`src/rtl/scan_chain_ctrl_if.sv`:
```
// Scan controller bus: pattern/flush handshake, chain pins and unload/compare results.
// The master side drives patterns and returns the chain's scan-out; the slave is the controller.
interface scan_chain_ctrl_if #(
   parameter int unsigned CHAIN_LEN = 8
);
   logic [CHAIN_LEN-1:0] PAT;
   logic [CHAIN_LEN-1:0] EXP;
   logic [CHAIN_LEN-1:0] MASK;
   logic                 PAT_VALID;
   logic                 PAT_READY;
   logic                 FLUSH;
   logic                 SO;
   logic                 SE;
   logic                 SI;
   logic [CHAIN_LEN-1:0] RESP;
   logic                 RESP_VALID;
   logic                 BUSY;
   logic                 MISMATCH;
   logic [7:0]           FAIL_CNT;

   modport master (
      output PAT, EXP, MASK, PAT_VALID, FLUSH, SO,
      input  PAT_READY, SE, SI, RESP, RESP_VALID, BUSY, MISMATCH, FAIL_CNT
   );

   modport slave (
      input  PAT, EXP, MASK, PAT_VALID, FLUSH, SO,
      output PAT_READY, SE, SI, RESP, RESP_VALID, BUSY, MISMATCH, FAIL_CNT
   );
endinterface

```
`src/rtl/scan_chain_ctrl.sv`:
```
// Scan-shift controller: loads a pattern MSB-first, captures, and unloads the previous capture.
// Optional on-chip masked compare of unloaded data is enabled by defining SCAN_COMPARE_EN.
module scan_chain_ctrl #(
   parameter int unsigned CHAIN_LEN  = 8,
   parameter int unsigned CAP_CYCLES = 1
) (
   input  logic           CLK,
   input  logic           RN,
   scan_chain_ctrl_if.slave bus
);
   localparam int unsigned CNT_W = $clog2(CHAIN_LEN + 1);
   localparam int unsigned CAP_W = $clog2(CAP_CYCLES + 1);
   localparam logic [CNT_W-1:0] LAST_SHIFT = CNT_W'(CHAIN_LEN - 1);
   localparam logic [CAP_W-1:0] LAST_CAP   = CAP_W'(CAP_CYCLES - 1);

   typedef enum logic [1:0] {IDLE, SHIFT, CAPTURE} state_t;

   state_t               state;
   logic [CHAIN_LEN-2:0] shift_reg;
   logic [CHAIN_LEN-2:0] resp_sr;
   logic [CNT_W-1:0]     cnt;
   logic [CAP_W-1:0]     cap_cnt;
   logic                 have_prev;
   logic                 unload_req;
   logic                 is_flush;
   logic                 se_q;
   logic                 si_q;
   logic                 ready_q;
   logic                 busy_q;
   logic                 resp_valid_q;
   logic [CHAIN_LEN-1:0] resp_q;
   logic [CHAIN_LEN-1:0] resp_next_c;

   // Full unload word as it stands after the current edge's SO sample.
   assign resp_next_c = {resp_sr, bus.SO};

   // SI carries the pattern MSB in the cycle after accept, so shift_reg keeps only the rest.
   always_ff @(posedge CLK) begin
      if (!RN) begin
         state        <= IDLE;
         shift_reg    <= '0;
         resp_sr      <= '0;
         cnt          <= '0;
         cap_cnt      <= '0;
         have_prev    <= 1'b0;
         unload_req   <= 1'b0;
         is_flush     <= 1'b0;
         se_q         <= 1'b0;
         si_q         <= 1'b0;
         ready_q      <= 1'b1;
         busy_q       <= 1'b0;
         resp_valid_q <= 1'b0;
         resp_q       <= '0;
      end else begin
         resp_valid_q <= 1'b0;
         case (state)
            IDLE: begin
               if (bus.PAT_VALID) begin
                  state      <= SHIFT;
                  shift_reg  <= bus.PAT[CHAIN_LEN-2:0];
                  si_q       <= bus.PAT[CHAIN_LEN-1];
                  se_q       <= 1'b1;
                  ready_q    <= 1'b0;
                  busy_q     <= 1'b1;
                  cnt        <= '0;
                  unload_req <= have_prev;
                  is_flush   <= 1'b0;
               end else if (bus.FLUSH && have_prev) begin
                  state      <= SHIFT;
                  shift_reg  <= '0;
                  si_q       <= 1'b0;
                  se_q       <= 1'b1;
                  ready_q    <= 1'b0;
                  busy_q     <= 1'b1;
                  cnt        <= '0;
                  unload_req <= 1'b1;
                  is_flush   <= 1'b1;
               end
            end
            SHIFT: begin
               shift_reg <= shift_reg << 1;
               resp_sr   <= resp_next_c[CHAIN_LEN-2:0];
               cnt       <= cnt + 1'b1;
               if (cnt == LAST_SHIFT) begin
                  se_q <= 1'b0;
                  si_q <= 1'b0;
                  if (unload_req) begin
                     resp_q       <= resp_next_c;
                     resp_valid_q <= 1'b1;
                  end
                  if (is_flush) begin
                     state     <= IDLE;
                     have_prev <= 1'b0;
                     ready_q   <= 1'b1;
                     busy_q    <= 1'b0;
                  end else begin
                     state   <= CAPTURE;
                     cap_cnt <= '0;
                  end
               end else begin
                  si_q <= shift_reg[CHAIN_LEN-2];
               end
            end
            CAPTURE: begin
               cap_cnt <= cap_cnt + 1'b1;
               if (cap_cnt == LAST_CAP) begin
                  state     <= IDLE;
                  have_prev <= 1'b1;
                  ready_q   <= 1'b1;
                  busy_q    <= 1'b0;
               end
            end
            default: state <= IDLE;
         endcase
      end
   end

   assign bus.SE         = se_q;
   assign bus.SI         = si_q;
   assign bus.PAT_READY  = ready_q;
   assign bus.BUSY       = busy_q;
   assign bus.RESP       = resp_q;
   assign bus.RESP_VALID = resp_valid_q;

`ifdef SCAN_COMPARE_EN
   logic [CHAIN_LEN-1:0] pend_exp;
   logic [CHAIN_LEN-1:0] pend_mask;
   logic [CHAIN_LEN-1:0] cmp_exp;
   logic [CHAIN_LEN-1:0] cmp_mask;
   logic                 mismatch_q;
   logic [7:0]           fail_cnt_q;
   logic                 unload_edge_c;
   logic                 fail_c;

   assign unload_edge_c = (state == SHIFT) && (cnt == LAST_SHIFT) && unload_req;
   assign fail_c        = |((resp_next_c ^ cmp_exp) & cmp_mask);

   // Expected data follows its pattern: pending while it loads, compare while it unloads.
   always_ff @(posedge CLK) begin
      if (!RN) begin
         pend_exp   <= '0;
         pend_mask  <= '0;
         cmp_exp    <= '0;
         cmp_mask   <= '0;
         mismatch_q <= 1'b0;
         fail_cnt_q <= '0;
      end else begin
         if (state == IDLE && bus.PAT_VALID) begin
            pend_exp  <= bus.EXP;
            pend_mask <= bus.MASK;
            cmp_exp   <= pend_exp;
            cmp_mask  <= pend_mask;
         end else if (state == IDLE && bus.FLUSH && have_prev) begin
            cmp_exp  <= pend_exp;
            cmp_mask <= pend_mask;
         end
         if (unload_edge_c && fail_c) begin
            mismatch_q <= 1'b1;
            if (fail_cnt_q != 8'hFF) fail_cnt_q <= fail_cnt_q + 8'd1;
         end
      end
   end

   assign bus.MISMATCH = mismatch_q;
   assign bus.FAIL_CNT = fail_cnt_q;
`else
   logic unused_cmp_c;
   assign unused_cmp_c = ^{bus.EXP, bus.MASK};
   assign bus.MISMATCH = 1'b0;
   assign bus.FAIL_CNT = 8'd0;
`endif
endmodule

```
`src/flat_wrapper.sv`:
```
// flat-port wrapper written by rule: the top's interface ports become plain ports
module scan_chain_ctrl_flat 
#(
   parameter int unsigned CHAIN_LEN  = 8,
   parameter int unsigned CAP_CYCLES = 1
)
  (CLK, RN, bus_PAT, bus_EXP, bus_MASK, bus_PAT_VALID, bus_FLUSH, bus_SO, bus_PAT_READY, bus_SE, bus_SI, bus_RESP, bus_RESP_VALID, bus_BUSY, bus_MISMATCH, bus_FAIL_CNT);
  scan_chain_ctrl_if #(.CHAIN_LEN(CHAIN_LEN)) bus_i ();
  input  logic CLK;
  input  logic RN;
  input wire logic [$bits(bus_i.PAT)-1:0] bus_PAT;
  input wire logic [$bits(bus_i.EXP)-1:0] bus_EXP;
  input wire logic [$bits(bus_i.MASK)-1:0] bus_MASK;
  input wire logic [$bits(bus_i.PAT_VALID)-1:0] bus_PAT_VALID;
  input wire logic [$bits(bus_i.FLUSH)-1:0] bus_FLUSH;
  input wire logic [$bits(bus_i.SO)-1:0] bus_SO;
  output wire logic [$bits(bus_i.PAT_READY)-1:0] bus_PAT_READY;
  output wire logic [$bits(bus_i.SE)-1:0] bus_SE;
  output wire logic [$bits(bus_i.SI)-1:0] bus_SI;
  output wire logic [$bits(bus_i.RESP)-1:0] bus_RESP;
  output wire logic [$bits(bus_i.RESP_VALID)-1:0] bus_RESP_VALID;
  output wire logic [$bits(bus_i.BUSY)-1:0] bus_BUSY;
  output wire logic [$bits(bus_i.MISMATCH)-1:0] bus_MISMATCH;
  output wire logic [$bits(bus_i.FAIL_CNT)-1:0] bus_FAIL_CNT;
  assign bus_i.PAT = bus_PAT;
  assign bus_i.EXP = bus_EXP;
  assign bus_i.MASK = bus_MASK;
  assign bus_i.PAT_VALID = bus_PAT_VALID;
  assign bus_i.FLUSH = bus_FLUSH;
  assign bus_i.SO = bus_SO;
  assign bus_PAT_READY = bus_i.PAT_READY;
  assign bus_SE = bus_i.SE;
  assign bus_SI = bus_i.SI;
  assign bus_RESP = bus_i.RESP;
  assign bus_RESP_VALID = bus_i.RESP_VALID;
  assign bus_BUSY = bus_i.BUSY;
  assign bus_MISMATCH = bus_i.MISMATCH;
  assign bus_FAIL_CNT = bus_i.FAIL_CNT;
  scan_chain_ctrl #(.CHAIN_LEN(CHAIN_LEN), .CAP_CYCLES(CAP_CYCLES)) u_core (.CLK(CLK), .RN(RN), .bus(bus_i));
endmodule
```
`config.mk`:
```
export PLATFORM = sky130hd
export DESIGN_NAME = scan_chain_ctrl_flat
export DESIGN_NICKNAME = d
export VERILOG_FILES = /design/src/rtl/scan_chain_ctrl_if.sv /design/src/rtl/scan_chain_ctrl.sv /design/src/flat_wrapper.sv
export SDC_FILE = /design/constraint.sdc
export NUM_CORES = 1
export LEC_CHECK = 0
export ABC_AREA = 1
export CAP_MARGIN = 20
export CORE_MARGIN = 2
export CORE_UTILIZATION = 36
export CTS_BUF_LIST = sky130_fd_sc_hd__clkbuf_4
export DETAILED_ROUTE_END_ITERATION = 7
export PLACE_DENSITY = 0.67
export SETUP_SLACK_MARGIN = 0.02
export SKIP_CTS_REPAIR_TIMING = 1
export SLEW_MARGIN = 20
export SYNTH_ARGS = -nofsm -noshare
export SYNTH_HDL_FRONTEND = slang
export SYNTH_SLANG_ARGS = --single-unit
```
`constraint.sdc`:
```
create_clock -name CLK -period 4.1 [get_ports CLK]
set_input_delay 0.41 -clock CLK [delete_from_list [all_inputs] [get_ports CLK]]
set_output_delay 0.41 -clock CLK [all_outputs]
set_load 0.005 [all_outputs]
```
==> flow_results.org, run 1 <==
** Worst setup path
- STA puts the critical path data required time at 4.37 ns.
- Worst-case reg-to-reg path depth :: 7
- Highest fanout seen on the critical path :: 25
- For flop-to-flop paths, the worst setup slack is 2.01 ns.
- In this run the critical register-to-register path is launched from u_core.state[1]$_SDFFE_PN0P_.
- Worst Path Arrival :: 2.36 ns
- Worst Setup End Kind :: flop
- In this run the critical register-to-register path is captured at u_core.cnt[2]$_SDFFE_PN0P_.
- The most critical setup path has its startpoint at u_core.state[1]$_SDFFE_PN0P_.
- The worst setup path is of the flop to flop kind.
- STA classifies the critical path startpoint as a flop.

** Timing
- Final-report max-slew violation count :: 0
- Minimum clock period after layout :: 2.09 ns
- Setup repair after global routing left no endpoint under its margin.
- Slew headroom :: 42.5%
- Summed over all failing endpoints, the final setup total negative slack is 0 ns.
- Across the routed clock network, the largest skew measured is 0.0120 ns.
- The number of hold violations in the final report came to 0.
- Max Clk Rate :: 0.478 GHz
- Setup violations remaining at the end of the flow were counted as 0.
- Share of the clock period used by the worst path after layout :: 51.0%
- Pin slew with the least headroom to its limit :: 0.862 ns
- On the final layout, the worst hold slack is 0.473 ns.

** Hold path
- Origin of the worst min-delay path :: u_core.bus.BUSY$_SDFFE_PN0P_
- Path type of the worst min-delay path :: flop to flop
- Capture endpoint of the worst hold path :: u_core.bus.BUSY$_SDFFE_PN0P_
- The worst hold path was traced through 2 stages.

** Pwr
- Leakage :: 0.000848 uW
- Final Total Pwr :: 762 uW
- Largest voltage drop on the vdd net :: 230 uV
- Cell area power density :: 382 nW/um^2

** Die
- I/O pins :: 51
- Area of the core region :: 4690 sq um
- Die width :: 73.3 microns
- Row cnt :: 25
- Initial cell density of the core :: 36.9%
- In this run the vertical extent of the chip is 73.3 microns.
- The die covers 5380 sq um.

** Logic synthesis
- The netlist uses 30 different library cells.
- For this run, the register share of the synthesized area comes to 42.8%.
- Post-synthesis instance total :: 223
- In the synthesized netlist the async set-or-reset flop fraction comes to 0%.
- Count of yosys warnings during synthesis :: 0
- Number of flops mapped to enable cells by yosys :: 0
- The cell area that synthesis handed to floorplanning was 1730 sq um.
- After synthesis, the mean cell area works out to 7.76 sq um.
- The synthesized design contains 37 register bits.
- Most frequently used flop master after synthesis :: sky130_fd_sc_hd__dfxtp_1

** Cells and area
- Of the cells placed in the final design, the portion with a size suffix greater than 1 is 7.76%.
- The register with the most flip-flops in the layout has 8 of them.
- Number of nets at the end of the flow :: 280
- Antenna diode count :: 0
- Total non-filler cell area in the finished layout :: 1990 sq um
- After filler insertion, the fill cell instance count of the layout stands at 474.
- Area growth, synth to finish :: 15.3%
- The sequential cells in the finished layout cover a total of 741 sq um.
- Area occupied by multi-input gates :: 827 sq um

** CTS
- The tree is rooted in a sky130_fd_sc_hd__clkbuf_4.
- The tree built by TritonCTS fans out to 37 sinks.
- CTS tree :: built
- The H-tree was split into 2 levels.
- Clock Tree Buf Depth :: 2
- Clock buffer count from CTS :: 5
- The clock reaches the later pin of the worst-skew pair after 0.34 ns.
- Worst-path clk slew :: 0.11 ns

** Placement
- During placement, the flow inserted port buffers numbering 25.
- Summed over all nets, the half-perimeter wirelength after detailed placement is 2240 microns.
- Area post-placement :: 1950 sq um
- Routability Congestion :: 0.800

** Global routing
- Global routing used 13.4% of the available tracks.
- The first global-routing pass estimated 5620 microns of wire.
- The total overflow left after global routing is 0.
- Initial antenna violation count :: 0
- Entering global routing, the biggest net connects 29 pins.
- The via count of the first global-routing pass was 1314.

** Run status
- The flow ran to the end, and the final reports show no timing, DRC or antenna violations.

** Drt
- Antenna-violating nets left :: 0
- Vias per cell :: 4.77
- DRT iter0 DRCs :: 67
- Dividing the detail-routed wire length by the instance count gives 11.1 microns.
- For this run, design rule violations remaining after detail routing come to 0.
- Via Count :: 1425
- The routed design has 3300 microns of wire.
- For this run, the detailed router's first-pass iteration total came to 4.

** Run
- Max-Cap Viols :: 0
[worst max-delay path: stages (launching register included)]
cell	delay [ns]
sky130_fd_sc_hd__dfxtp_1	0.35
sky130_fd_sc_hd__inv_1	0.10
sky130_fd_sc_hd__ha_1	0.73
sky130_fd_sc_hd__or2_4	0.26
sky130_fd_sc_hd__nand2_4	0.06
sky130_fd_sc_hd__inv_2	0.26
sky130_fd_sc_hd__nand3_1	0.12
sky130_fd_sc_hd__a21oi_1	0.15
[kinds of logic (layout without fill, tap and decap cells)]
kind of cell | Yosys count | count (layout) | synth area share [%]
AO/OA/AOI/OAI | 56 | 56 | 17.4
XOR/XNOR | 1 | 1 | 0.506
other | 1 | 9 | 0.217
flip-flops | 37 | 37 | 42.8
adder cells (fa/ha/maj) | 6 | 6 | 4.34
AND/OR/NAND/NOR | 89 | 89 | 23.6
buffers and inverters | 33 | 47 | 11.1
[worst max path at each step]
stage | endpoint | cells after the start
2_1_floorplan | u_core.bus.SI$_SDFFE_PN0P_ | 9
3_3_place_gp | u_core.cnt[2]$_SDFFE_PN0P_ | 7
3_5_place_dp | u_core.cnt[2]$_SDFFE_PN0P_ | 7
4_1_cts | u_core.cnt[3]$_SDFFE_PN0P_ | 8
5_1_grt | u_core.cnt[3]$_SDFFE_PN0P_ | 9
6_report | u_core.cnt[2]$_SDFFE_PN0P_ | 7
[synthesized netlist by cell type (3+ instances only)]
master,count,share of area [%]
sky130_fd_sc_hd__nand4_1,4,1.4
sky130_fd_sc_hd__buf_2,3,0.87
sky130_fd_sc_hd__buf_6,4,2.6
sky130_fd_sc_hd__nand3_1,6,1.7
sky130_fd_sc_hd__nor2_1,41,8.9
sky130_fd_sc_hd__ha_1,6,4.3
sky130_fd_sc_hd__nand3_2,3,1.7
sky130_fd_sc_hd__nand2_1,29,6.3
sky130_fd_sc_hd__buf_4,9,3.9
sky130_fd_sc_hd__inv_2,3,0.65
sky130_fd_sc_hd__a21oi_1,28,8.1
sky130_fd_sc_hd__inv_1,10,2.2
sky130_fd_sc_hd__dfxtp_1,37,43
sky130_fd_sc_hd__o21ai_0,24,6.9
[power by group]
group	internal (uW)	leakage, uW	switching, uW
Combinational	68.2	0.000516	96.5
Sequential	394	0.000303	20.9
Clock	68.9	0.0000292	113
Total	531	0.000848	230
[per-stage QoR]
stage / setup WS, ns / util, % / std cells
2_1_floorplan: 2.60 / - / 231
3_3_place_gp: 2.02 / 41.5 / 292
3_5_place_dp: 1.99 / 41.5 / 292
4_1_cts: 1.98 / 42.5 / 299
5_1_grt: 1.73 / 42.5 / 299
6_report: 2.01 / 42.5 / 299
[layer usage]
metal	global-route usage, %	routed length [microns]	vias to the layer above
met5	0	0	-
met4	6.67	63	0
met3	3.29	151	7
met2	20.8	1430	34
met1	17.5	1660	625
li1	-	-	759
[placed cells by master, fill, tap and decap left out, drive strengths merged, types with 4 or more instances in the layout]
master         instances
nor2                  42
clkdlybuf4s50         25
inv                   13
nand4                  4
nand3                 10
conb                   9
clkbuf                 6
nand2                 30
o21ai                 24
a21oi                 29
ha                     6
dfxtp                 37
[layout make-up]
class | instances | share of cell area, %
tap | 54 | 3.39
inverter | 14 | 2.63
multi-input combinational | 161 | 41.5
sequential | 37 | 37.1
clock inverter | 1 | 0.188
timing repair buffer | 26 | 12.9
clock buffer | 6 | 2.26
(Power assumes the default switching activity.)
==> run 2, diff against run 1 <==
Clock period 4.1 ns to 2.15 ns, I/O delays scaled along.
==> run 2 against run 1 <==
  * Global-route usage is 1.2 points higher
  * Clock power increased to 2.6 times the previous value
  * Sequential power rose by 91%
  * Maximum frequency up 26%
  * Cell count grew 1.0%
  * Core utilization is 0.96 points higher
  * Power is 110% higher
  * Clock-buffer cell count down 1
==> flow_results.org, run 2 (synthesized netlist as in run 1, its figures left out) <==
** Worst setup path
- Worst Path Arrival :: 1.88 ns
- In this run the critical register-to-register path is launched from u_core.state[0]$_SDFFE_PN0P_.
- The worst setup path is launched from a flop.
- Measured in cells, the most critical reg-to-reg path has a length of 7.
- Highest fanout seen on the critical path :: 21
- The worst register-to-register path ends at u_core.shift_reg[0]$_SDFFE_PN0P_.
- STA puts the critical path data required time at 2.37 ns.
- Reg-to-reg setup timing slack :: 0.49 ns
- Cell-by-cell trace of the critical path :: inv_1, ha_1, or2_4, nand2_4, inv_2, o21ai_0, a21oi_1
- Slowest-stage cell, CP :: sky130_fd_sc_hd__dfxtp_1
- Worst Setup End Kind :: flop
- In this design, the stage delay of the slowest critical-path cell is 0.43 ns.
- Classification of the worst setup path :: flop to flop

** Drt
- Dividing the detail-routed via count by the number of cells gives 4.77.
- Average wire per standard cell :: 11.3 microns
- The first routing iteration left 120 violations.
- Summing over every cut layer, the via total after detailed routing is 1442.
- Once detail routing completed, the nets flagged for antenna violations numbered 0.
- Length of the first detailed-routing pass in iterations :: 4
- Post-detailed-route DRC marker count :: 0
- Total wirelength of the detailed-routed design :: 3410 microns

** Placement
- Routability Congestion :: 0.831
- Port Buffer Count :: 25
- After detailed placement, the total cell area comes to 1960 sq um.
- Before CTS, the worst setup slack after placement is 0.503 ns.
- Placed wire-length estimate :: 2340 microns

** Global routing
- In the global route stage, met3 resource usage came out at 3.70%.
- Pin count of the biggest net entering global routing :: 28
- Met2 track demand over resource :: 23.1%
- First-pass GRT wire length :: 6160 microns
- For met1 alone, demand over resource in global routing was 18.9%.
- Initial antenna violation count :: 0
- Peak-usage layer in the global routing report :: met2
- For this run, the total global-route usage over all layers was measured as 14.6%.
- Number of global-route vias before repair :: 1369
- Summed over all layers, the global routing overflow is 0.

** Pwr
- Leakage :: 0.000868 uW
- Largest voltage drop on the vdd net :: 451 uV
- Cell area power density :: 778 nW/um^2

** Cells and area
- The finished cells cover 2040 sq um.
- Core occupancy in the finished layout :: 43.5%
- From synthesis to final layout, the design area changed by 17.9%.
- Number of nets at the end of the flow :: 282
- Of the cells placed in the final design, the portion with a size suffix greater than 1 is 8.87%.
- Layout fillers :: 481
- The top cell types in the final layout, fill and taps aside, are sky130_fd_sc_hd__nor2_1 (41), sky130_fd_sc_hd__dfxtp_1 (37), sky130_fd_sc_hd__nand2_1 (29).
- The number of antenna diodes in the final layout is 0.
- Max FFs per register :: 8
- The library cell used most frequently in the layout, excluding fill and tap cells, is sky130_fd_sc_hd__nor2_1.

** Die
- For this design the top-level I/O count stands at 51.
- Row cnt :: 25
- Initial cell density of the core :: 36.9%
- The floorplan step defined a die boundary enclosing 5380 sq um.
- Die Height :: 73.3 microns
- The core region is 4690 sq um.
- From left edge to right edge, the die measures 73.3 microns.

** Timing
- The worst path meets setup with 0.489 ns of slack.
- Number of failing setup endpoints in the final timing report :: 0
- Worst slack on hold paths :: 0.461 ns
- Final-report max-slew violation count :: 0
- Share of the clock period used by the worst path after layout :: 77.3%
- Static timing analysis puts the maximum clock frequency at 0.602 GHz.
- In the final timing run, aggregate negative setup slack is 0 ns.
- RSZ-0062 raised after global routing :: false
- The worst path in the final design needs a cycle of 1.66 ns, including I/O delays and setup.
- The number of hold violations in the final report came to 0.
- On the final layout, the worst clock skew is 0.00903 ns.

** Run status
- The flow ran to the end, and the final reports show no timing, DRC or antenna violations.

** Hold path
- Path type of the worst min-delay path :: primary input to flop
- The path with the worst hold slack has its endpoint at u_core.shift_reg[0]$_SDFFE_PN0P_.
- Cell count of the worst hold path :: 3
- Origin of the worst min-delay path :: bus_PAT[0]

** CTS
- Clk Latency, worst-skew pair :: 0.34 ns
- The cell sitting at the root of the clock tree is a sky130_fd_sc_hd__clkbuf_4.
- Clock tree synthesis found a total of 37 sinks.
- The H-tree generated during clock tree synthesis spans 2 levels.
- Clock-pin slew was measured on the worst setup and hold paths at 0.11 ns.
- TritonCTS built the clock tree.
- Clock buffer count from CTS :: 5
- In this run the deepest clock path goes through 2 buffers.

** Run
- Max-Cap Viols :: 0
-- run 2: cell types whose count changed in the layout (fill, tap and decap cells not counted), sizes merged --
cell / delta
clkinvlp: +1
buf: +2
clkbuf: -1
bufinv: +1
-- run 2: critical path, delay by kind of cell (launching register included) --
family | cells | cell delay, ns
AO/OA/AOI/OAI | 2 | 0.26
AND/OR/NAND/NOR | 2 | 0.37
flip-flops | 1 | 0.43
buffers and inverters | 2 | 0.23
adder cells (fa/ha/maj) | 1 | 0.26
-- run 2: final cells by class --
| type | count | area (sq um) | share of cell area, % |
|---|---|---|---|
| clock inverters | 3 | 41.3 | 2.02 |
| well taps | 54 | 67.6 | 3.31 |
| clock buffers | 5 | 37.5 | 1.84 |
| multi-input cells | 161 | 827 | 40.6 |
| inverters | 14 | 52.6 | 2.58 |
| flip-flops and latches | 37 | 741 | 36.3 |
| repair buffers | 28 | 273 | 13.4 |
-- run 2: metal layers --
layer,vias up,share of wire (%)
li1,761,-
met1,646,48
met2,29,45
met3,6,5.1
met4,0,1.8
met5,-,0
-- run 2: worst max path at each step --
| stage | start | to | slack, ns | cells after the start |
|---|---|---|---|---|
| 2_1_floorplan | u_core.state[1]$_SDFFE_PN0P_ | u_core.bus.SI$_SDFFE_PN0P_ | 0.65 | 9 |
| 3_3_place_gp | u_core.state[0]$_SDFFE_PN0P_ | u_core.shift_reg[6]$_SDFFE_PN0P_ | 0.54 | 7 |
| 3_5_place_dp | u_core.state[0]$_SDFFE_PN0P_ | u_core.shift_reg[4]$_SDFFE_PN0P_ | 0.50 | 7 |
| 4_1_cts | u_core.state[0]$_SDFFE_PN0P_ | u_core.shift_reg[4]$_SDFFE_PN0P_ | 0.47 | 7 |
| 5_1_grt | u_core.state[0]$_SDFFE_PN0P_ | u_core.shift_reg[0]$_SDFFE_PN0P_ | 0.29 | 7 |
| 6_report | u_core.state[0]$_SDFFE_PN0P_ | u_core.shift_reg[0]$_SDFFE_PN0P_ | 0.49 | 7 |
-- run 2: power breakdown --
part	total, uW	switching, uW	internal (uW)	leakage, uW
Combinational	321	187	134	0.000526
Sequential	792	40.0	752	0.000303
Clock	473	233	241	0.0000389
Total	1590	459	1130	0.000868
-- run 2: metrics by stage --
stage               instances  power, uW
CTS                       302       1600
floorplan                 231       1060
global route              302       1700
global placement          294       1120
finish                    302       1590
detailed placement        294       1130
